--- src/rtl/decode_stage.sv ---
// rtl/decode_stage.sv - RV32I/RV64I decode stage with a two-entry skid buffer
// Decoded fields are registered; a load-use check can hold in_ready against buffered loads.
module decode_stage #(
  parameter int XLEN           = 32,
  parameter int LOAD_USE_STALL = 1
) (
  input  logic            clk,
  input  logic            rst,
  input  logic            flush,
  input  logic            in_valid,
  output logic            in_ready,
  input  logic [31:0]     in_inst,
  input  logic [XLEN-1:0] in_pc,
  output logic            out_valid,
  input  logic            out_ready,
  output logic [XLEN-1:0] out_pc,
  output logic [4:0]      out_rs1,
  output logic [4:0]      out_rs2,
  output logic [4:0]      out_rd,
  output logic [XLEN-1:0] out_imm,
  output logic [3:0]      out_alu_mode,
  output logic            out_a_sel,
  output logic            out_b_sel,
  output logic [1:0]      out_write_sel,
  output logic            out_reg_we,
  output logic            out_mem_en,
  output logic [3:0]      out_ram_mode,
  output logic            out_is_branch,
  output logic            out_is_jump,
  output logic [2:0]      out_br_type,
  output logic            out_illegal
);

  localparam logic [6:0] OPC_OP     = 7'b0110011;
  localparam logic [6:0] OPC_OP_IMM = 7'b0010011;
  localparam logic [6:0] OPC_LOAD   = 7'b0000011;
  localparam logic [6:0] OPC_STORE  = 7'b0100011;
  localparam logic [6:0] OPC_BRANCH = 7'b1100011;
  localparam logic [6:0] OPC_JALR   = 7'b1100111;
  localparam logic [6:0] OPC_JAL    = 7'b1101111;
  localparam logic [6:0] OPC_LUI    = 7'b0110111;
  localparam logic [6:0] OPC_AUIPC  = 7'b0010111;

  localparam logic [1:0] S_EMPTY = 2'd0;
  localparam logic [1:0] S_ONE   = 2'd1;
  localparam logic [1:0] S_TWO   = 2'd2;

  localparam logic [1:0] WSEL_ALU = 2'b00;
  localparam logic [1:0] WSEL_MEM = 2'b01;
  localparam logic [1:0] WSEL_PC4 = 2'b10;

  typedef struct packed {
    logic [XLEN-1:0] pc;
    logic [4:0]      rs1;
    logic [4:0]      rs2;
    logic [4:0]      rd;
    logic [XLEN-1:0] imm;
    logic [3:0]      alu_mode;
    logic            a_sel;
    logic            b_sel;
    logic [1:0]      write_sel;
    logic            reg_we;
    logic            mem_en;
    logic [3:0]      ram_mode;
    logic            is_branch;
    logic            is_jump;
    logic [2:0]      br_type;
    logic            illegal;
  } entry_t;

  entry_t dec;
  entry_t head;
  entry_t skid;

  logic [1:0] state;
  logic [1:0] state_nx;
  logic       rdy_q;
  logic       hazard;
  logic       accept;
  logic       handshake;

  logic [6:0]        opcode;
  logic [2:0]        funct3;
  logic [4:0]        rs1_f;
  logic [4:0]        rs2_f;
  logic [4:0]        rd_f;
  logic [XLEN-1:0]   imm_i;
  logic [XLEN-1:0]   imm_s;
  logic [XLEN-1:0]   imm_b;
  logic [XLEN-1:0]   imm_u;
  logic [XLEN-1:0]   imm_j;
  logic signed [31:0] u_raw;
  logic              rs1_used;
  logic              rs2_used;

  assign opcode = in_inst[6:0];
  assign funct3 = in_inst[14:12];
  assign rs1_f  = in_inst[19:15];
  assign rs2_f  = in_inst[24:20];
  assign rd_f   = in_inst[11:7];

  assign imm_i = {{(XLEN-11){in_inst[31]}}, in_inst[30:20]};
  assign imm_s = {{(XLEN-11){in_inst[31]}}, in_inst[30:25], in_inst[11:7]};
  assign imm_b = {{(XLEN-12){in_inst[31]}}, in_inst[7], in_inst[30:25], in_inst[11:8], 1'b0};
  assign imm_j = {{(XLEN-20){in_inst[31]}}, in_inst[19:12], in_inst[20], in_inst[30:21], 1'b0};
  assign u_raw = {in_inst[31:12], 12'b0};
  assign imm_u = XLEN'(u_raw);

  assign rs1_used = opcode inside {OPC_OP, OPC_OP_IMM, OPC_LOAD, OPC_STORE, OPC_BRANCH, OPC_JALR};
  assign rs2_used = opcode inside {OPC_OP, OPC_STORE, OPC_BRANCH};

  always_comb begin
    dec        = '0;
    dec.pc     = in_pc;
    dec.rs1    = rs1_f;
    dec.rs2    = rs2_f;
    dec.rd     = rd_f;
    dec.reg_we = 1'b1;
    case (opcode)
      OPC_OP: begin
        dec.alu_mode = {funct3, in_inst[30]};
      end
      OPC_OP_IMM: begin
        dec.b_sel    = 1'b1;
        dec.imm      = imm_i;
        // only the shift-right encoding uses bit 30 as an arith/logical select
        dec.alu_mode = {funct3, (funct3 == 3'b101) & in_inst[30]};
      end
      OPC_LOAD: begin
        dec.b_sel     = 1'b1;
        dec.imm       = imm_i;
        dec.write_sel = WSEL_MEM;
        dec.mem_en    = 1'b1;
        dec.ram_mode  = {funct3, 1'b0};
      end
      OPC_STORE: begin
        dec.reg_we   = 1'b0;
        dec.b_sel    = 1'b1;
        dec.imm      = imm_s;
        dec.mem_en   = 1'b1;
        dec.ram_mode = {funct3, 1'b1};
        dec.rd       = 5'd0;
      end
      OPC_BRANCH: begin
        dec.reg_we    = 1'b0;
        dec.a_sel     = 1'b1;
        dec.b_sel     = 1'b1;
        dec.imm       = imm_b;
        dec.is_branch = 1'b1;
        dec.br_type   = funct3;
        dec.rd        = 5'd0;
      end
      OPC_JALR: begin
        dec.b_sel     = 1'b1;
        dec.imm       = imm_i;
        dec.write_sel = WSEL_PC4;
        dec.is_jump   = 1'b1;
      end
      OPC_JAL: begin
        dec.a_sel     = 1'b1;
        dec.b_sel     = 1'b1;
        dec.imm       = imm_j;
        dec.write_sel = WSEL_PC4;
        dec.is_jump   = 1'b1;
      end
      OPC_LUI: begin
        dec.b_sel = 1'b1;
        dec.imm   = imm_u;
        dec.rs1   = 5'd0;
      end
      OPC_AUIPC: begin
        dec.a_sel = 1'b1;
        dec.b_sel = 1'b1;
        dec.imm   = imm_u;
      end
      default: begin
        dec.illegal = 1'b1;
        dec.reg_we  = 1'b0;
      end
    endcase
    if (dec.rd == 5'd0) begin
      dec.reg_we = 1'b0;
    end
    if (dec.write_sel == WSEL_ALU) begin
      dec.write_sel = WSEL_ALU;
    end
  end

  function automatic logic load_blocks(input entry_t e, input logic [4:0] r1, input logic [4:0] r2,
                                       input logic u1, input logic u2);
    logic pending;
    pending = e.mem_en & ~e.ram_mode[0] & (e.rd != 5'd0);
    return pending & ((u1 & (e.rd == r1)) | (u2 & (e.rd == r2)));
  endfunction

  generate
    if (LOAD_USE_STALL != 0) begin : g_hazard
      assign hazard = ((state != S_EMPTY) & load_blocks(head, rs1_f, rs2_f, rs1_used, rs2_used)) |
                      ((state == S_TWO) & load_blocks(skid, rs1_f, rs2_f, rs1_used, rs2_used));
    end else begin : g_no_hazard
      assign hazard = 1'b0;
    end
  endgenerate

  // rdy_q tracks buffer space; the hazard, flush and reset terms stay combinational
  assign in_ready  = rdy_q & ~rst & ~flush & ~hazard;
  assign out_valid = (state != S_EMPTY) & ~rst;
  assign accept    = in_valid & in_ready;
  assign handshake = out_valid & out_ready;

  always_comb begin
    state_nx = state;
    case (state)
      S_EMPTY: if (accept) state_nx = S_ONE;
      S_ONE: begin
        if (accept && !handshake) begin
          state_nx = S_TWO;
        end else if (!accept && handshake) begin
          state_nx = S_EMPTY;
        end
      end
      S_TWO:   if (handshake) state_nx = S_ONE;
      default: state_nx = S_EMPTY;
    endcase
    if (flush) begin
      state_nx = S_EMPTY;
    end
  end

  always_ff @(posedge clk) begin
    if (rst) begin
      state <= S_EMPTY;
      rdy_q <= 1'b1;
      head  <= '0;
      skid  <= '0;
    end else begin
      state <= state_nx;
      rdy_q <= (state_nx != S_TWO);
      if (!flush) begin
        case (state)
          S_EMPTY: if (accept) head <= dec;
          S_ONE: begin
            if (accept && handshake) begin
              head <= dec;
            end else if (accept) begin
              skid <= dec;
            end
          end
          S_TWO:   if (handshake) head <= skid;
          default: ;
        endcase
      end
    end
  end

  assign out_pc        = head.pc;
  assign out_rs1       = head.rs1;
  assign out_rs2       = head.rs2;
  assign out_rd        = head.rd;
  assign out_imm       = head.imm;
  assign out_alu_mode  = head.alu_mode;
  assign out_a_sel     = head.a_sel;
  assign out_b_sel     = head.b_sel;
  assign out_write_sel = head.write_sel;
  assign out_reg_we    = head.reg_we;
  assign out_mem_en    = head.mem_en;
  assign out_ram_mode  = head.ram_mode;
  assign out_is_branch = head.is_branch;
  assign out_is_jump   = head.is_jump;
  assign out_br_type   = head.br_type;
  assign out_illegal   = head.illegal;

endmodule

--- config.mk ---
export PLATFORM = sky130hd
export DESIGN_NAME = decode_stage
export DESIGN_NICKNAME = d
export VERILOG_FILES = /design/src/rtl/decode_stage.sv
export SDC_FILE = /design/constraint.sdc
export NUM_CORES = 1
export LEC_CHECK = 0
export ABC_AREA = 0
export BUFFER_PORTS_ARGS = -buffer_cell sky130_fd_sc_hd__buf_2
export CORE_UTILIZATION = 54
export CTS_CLUSTER_SIZE = 30
export DETAILED_ROUTE_END_ITERATION = 7
export HOLD_SLACK_MARGIN = 0.06
export PLACE_DENSITY = 0.79
export SYNTH_ARGS = -nofsm -noshare
export SYNTH_HDL_FRONTEND = slang
export SYNTH_SLANG_ARGS = --single-unit
--- constraint.sdc ---
create_clock -name clk -period 4.95 [get_ports clk]
set_input_delay 0.2475 -clock clk [delete_from_list [all_inputs] [get_ports clk]]
set_output_delay 0.2475 -clock clk [all_outputs]
set_load 0.05 [all_outputs]
Word level (Yosys, flattened, before mapping)

Index checks and enable logic that the tools add are counted.

Reductions and logical operators: 24
Eq/ne operators: 20
Bitwise operators: 28
Muxes and demuxes: 25

Operators by type and width:

| kind                                          | count |
|---|---|
| two-way mux 99 bit                            | 3 |
| one-hot mux 99 bit (3 select lines)           | 1 |
| one-hot mux 32 bit (5 select lines)           | 1 |
| == test 7 x 6 -> 1 bit, second input constant | 3 |
| == test 7 bit, second input constant          | 3 |
| == test 5 bit                                 | 4 |
| bitwise AND 1 bit                             | 19 |
| == test 7 x 5 -> 1 bit, second input constant | 2 |
| two-way mux 2 bit                             | 6 |
| two-way mux 5 bit                             | 2 |
| one-hot mux 5 bit (2 select lines)            | 1 |
| nonzero test 5 bit                            | 2 |
| OR reduction 9 bit                            | 1 |
| inequality test 2 bit, second input constant  | 4 |
| one-hot mux 4 bit (2 select lines)            | 1 |
| OR reduction 8 bit                            | 1 |
| == test 7 x 2 -> 1 bit, second input constant | 1 |
| two-way mux 1 bit                             | 7 |
| OR reduction 7 bit                            | 1 |
| inverter 1 bit                                | 6 |
| one-hot mux 2 bit (3 select lines)            | 1 |
| nonzero test 3 bit                            | 2 |
| nonzero test 6 bit                            | 1 |
| OR reduction 2 bit                            | 3 |
| 14 further kinds                              | 21 |

Word-level logic and storage cells: 131
Output and inout port bits: 101
Register bits after elaboration: 201

Depth between registers and ports, before layout

Depth after elaboration: 17
Depth in mapped cells: 10

Least setup slack after synthesis

No wires, ideal clock.

Path type: reg-to-reg
From: register head (netlist bit out_rd[0])
To: register head (netlist bit out_ram_mode[0])
Buffers on the path: 3
Setup slack: 2.430 ns
Cell stages (with the launch flop): 10
Data arrival time: 2.382 ns
Data required time: 4.812 ns
Path through: dfxtp_1 -> nor4_2 -> a2111oi_2 -> a41oi_1 -> and4b_1 -> buf_6 -> buf_8 -> buf_6 -> nand4_1 -> o221ai_1

Cells in the longest elaborated chain, start to end: 12

RTL lines:

| element                                | line | RTL |
|---|---|---|
| from (decl)                            | 72   | `entry_t head;` |
| from (signal assigned)                 | 249  | `S_TWO: if (handshake) head <= skid;` |
| == test 5 bit                          | 193  | `return pending & ((u1 & (e.rd == r1)) \| (u2 & (e.rd == r2)));` |
| bitwise AND 1 bit                      | 193  |  |
| bitwise OR 1 bit                       | 193  |  |
| bitwise AND 1 bit *                    | 193  |  |
| bitwise AND 1 bit *                    | 198  | `assign hazard = ((state != S_EMPTY) & load_blocks(head, rs1_f, rs2_f, rs1_used, rs2_used)) \|` |
| bitwise OR 1 bit *                     | 198  |  |
| inverter 1 bit *                       | 206  | `assign in_ready = rdy_q & ~rst & ~flush & ~hazard;` |
| bitwise AND 1 bit *                    | 206  |  |
| bitwise AND 1 bit *                    | 208  | `assign accept = in_valid & in_ready;` |
| logical AND 1 bit                      | 243  | `if (accept && handshake) begin` |
| inequality test 2 bit (no source line) | n/a  |  |
| AND reduction 5 bit (no source line) * | n/a  |  |

Mark *: on every way between the ends. The rest lies on a longest branch, timed or not.
A chain may end at the register's enable or synchronous reset.

Worst setup path after layout

From: register state[1]
To: register head (netlist bit out_is_jump)

Cells in the longest elaborated chain, start to end: 9

RTL lines:

| element                                                    | line     | RTL |
|---|---|---|
| from (decl)                                                | 75       | `logic [1:0] state;` |
| from (signal assigned)                                     | 237      | `state <= state_nx;` |
| == test 2 bit / nonzero test 2 bit (equally long branches) | n/a      |  |
| bitwise AND 1 bit, on equally long branches                | 199, 198 |  |
| bitwise OR 1 bit                                           | 198      |  |
| inverter 1 bit                                             | 206      |  |
| bitwise AND 1 bit                                          | 206      |  |
| bitwise AND 1 bit                                          | 208      |  |
| logical AND 1 bit                                          | 243      |  |
| inequality test 2 bit (no source line)                     | n/a      |  |
| AND reduction 5 bit (no source line)                       | n/a      |  |

Several ways; a longest one is shown, not always the timed one.

==> results.md <==
- CTS resizes: 0
- Clock sink count: approximately 200
- Area contributors post-synth: dfxtp_1 (37%), a21oi_1 (8.6%), nand2_1 (6.9%), nand3_1 (5.8%), a22oi_1 (5.8%)
- Share of cells above drive strength 1: 16.4%
- CP required: ~5400 ps
- Buf/Inv on CP: 0
- Worst Hold Class: in2reg
- Final hold vios: 0
- Commonest cells after routing, fill and taps aside: dfxtp_1 (201), nand2_1 (198), a21oi_1 (184)
- FMAX: 0.268 GHz
- # setup viols final: 0
- Post-synth EDFFs: 0
- Clk buf depth: 3
- WP data arrival: between 4000 and 5000 ps
- Reg area: 4020 sq um
- Initial antenna violation count: 0
- Die Ht: around 140 um
- Commonest non-fill, non-tap cell in the layout: dfxtp_1
- Die ar.: about 21000 sq um
- Placed cell areas: roughly 11000 sq um
- Worst-Margin Slew: about 1200 ps
- Area Overhead vs Synth: 17.0%
- DP Wirelength: 20000 um
- Net count after synthesis: 1462
- Antenna cells: 0
- Period minus WS final: 3730 ps
- First-pass GRT wire length: ~55000 um
- Synth warn: 0
- Worst vdd ir: 0.293 mV
- Async SR Flop Fraction: 0%
- Largest net degree at the start of global routing: 83
- Clk root buf: clkbuf_16
- Worst-path clk slew: approximately 60 ps
- Vias per inst: approximately 6.6
- Router iterations before antenna repair: 6
- Buffers on Ports: approximately 170
- Tcrit/Tclk final: about three quarters
- Status: finished clean
- Type of the worst setup path: reg2reg
- Number of cell rows: 51
- Mapped Cells: 1393
- GRT Util Overall: between 30% and 40%
- Initial DRC count: ~1200
- Pleak: ~4.7 nW
- Sequential fraction of the synthesis area: 37.2%
- Initial Util: 55.4%
- CORE AREA: about 20000 sq um
- Multi-input logic area: around 6000 sq um
- Clock Latency Late Sink: between 500 and 600 ps
- Synthesized area: ~11000 sq um
- CTS H-tree depth: 1
- Crit-path slowest cell: dfxtp_1
- Drc violations: 0
- DIE WIDTH: between 100 and 150 um
- Total congestion overflow: 0
- Routability Congestion: 0.923
- TritonCTS Buffers: 23
- RSZ-0062 raised after global routing: no
- Delay-heaviest family, CP: simple AND/OR/NAND/NOR gates
- Per-cell routed wire length: slightly below 20 um
- Slew HR: 18.5%
- PD cells: roughly 300 nW/um^2
- Vias in the first global route: 10500
- Setup tns final: 0 ps
- Worst path cell trace: nor2b_4 > o2111ai_2 > nand4b_4 > and4b_4 > a21boi_4 > a221o_1
- Maximum fanout along the worst path: 79
- Crit. End Element: flip-flop
- Worst Setup Start Kind: flip-flop
- Seq cells post-synth: about 200
- Via count: approximately 12000
- Netlist cell types: 61
- Peak per-stage delay on the critical path: 1070 ps
- Synth top area share: between 30% and 40%
- Final wirelength: 35000 um
- Cell taking the most area after synthesis: dfxtp_1
- CTS tree: yes
- IO Pins: 170
- Fill count: between 1500 and 2000
- Detail Route Antenna Nets: 0
- Clock Skews: slightly below 10 ps
- Max_cap viols: 0
- Main synth FF type: dfxtp_1
- Mean post-synth cell area: between 7 and 8 sq um
- Final nets: between 1500 and 2000
- Design area: ~13000 sq um
- Fin. max-slew vios: 0
## state kept, by name, indices dropped and copies added (netlist names), 2 cells and up
| signal | flops |
|---|---|
| out_alu_mode | 4 |
| out_br_type | 3 |
| out_imm | 32 |
| out_pc | 32 |
| out_ram_mode | 4 |
| out_rd | 5 |
| out_rs1 | 5 |
| out_rs2 | 5 |
| out_write_sel | 2 |
| skid | 99 |
| state | 2 |
## Yosys cell counts (19+ instances only)
| library cell | instances |
|---|---|
| nand3_1 | 125 |
| a211oi_1 | 27 |
| nor4_1 | 25 |
| o21ai_0 | 72 |
| clkbuf_1 | 114 |
| a22oi_1 | 83 |
| dfxtp_1 | 201 |
| o221ai_1 | 61 |
| a211o_1 | 21 |
| a21oi_1 | 185 |
| nand2_1 | 198 |
| buf_2 | 19 |
| nand4_1 | 22 |
| nor2_1 | 37 |
## where the power goes
part	total, mW	switching [mW]	internal [mW]
clock network	1.78	0.706	1.07
registers	1.67	0.0222	1.64
logic	0.429	0.312	0.117
total	3.87	1.04	2.83
## worst reg2reg max path, cell delays in order (launching register included)
cell and delay [ps]:
dfxtp_1 1070, nor2b_4 630, o2111ai_2 200, nand4b_4 240, and4b_4 490, a21boi_4 770
a221o_1 270
## path summary, 6_finish.rpt
| check | slack [ps] | cells after the start | start | end |
|---|---|---|---|---|
| max reg2reg | 1220 | 6 | state[1] | out_is_jump |
| max | 1220 | 6 | state[1] | out_is_jump |
| min reg2reg | 480 | 2 | skid[26] | skid[26] |
| min | 80 | 3 | in_inst[19] | skid[66] |
## cells by family after synthesis
kind of cell,count (synthesis),share of synthesized area (%)
AO/OA/AOI/OAI,521,31.9
XOR/XNOR,20,1.62
buffers and inverters,169,7.34
flip-flops,201,37.2
multiplexers,5,0.462
AND/OR/NAND/NOR,477,21.5
## metrics by stage
| stage | setup slack [ps] | utilization, % | power (mW) | hold WS, ps | instances |
|---|---|---|---|---|---|
| 6_report | 1220 | 64.8 | 3.87 | 77.0 | 1766 |
| 5_1_grt | 1010 | 64.8 | 3.97 | 83.3 | 1766 |
| 4_1_cts | 1310 | 64.8 | 3.87 | 65.1 | 1766 |
| 3_5_place_dp | 1310 | 58.7 | 2.09 | 470 | 1684 |
| 3_3_place_gp | 1360 | 58.7 | 2.09 | 464 | 1684 |
| 2_1_floorplan | 2430 | - | 1.97 | 395 | 1393 |
## final cells by class
class,instances,area share [%]
multi-input cells,1023,47.9
well taps,265,2.62
clock buffers,30,5.07
repair buffers,232,11.4
clock inverters,10,1.10
inverters,5,0.148
flip-flops and latches,201,31.8
## metal layers
layer,vias up,GRT usage (%),wire length (um)
met1,5518,44.1,14300
met2,638,52.1,16000
li1,5417,-,-
met3,96,5.46,3420
met5,-,0,0
met4,0,15.1,1280
## timing repair
action,CTS,global route
hold endpoints to repair,42,0
hold buffers,42,0
setup buffers,0,0
(Power assumes the default switching activity.)
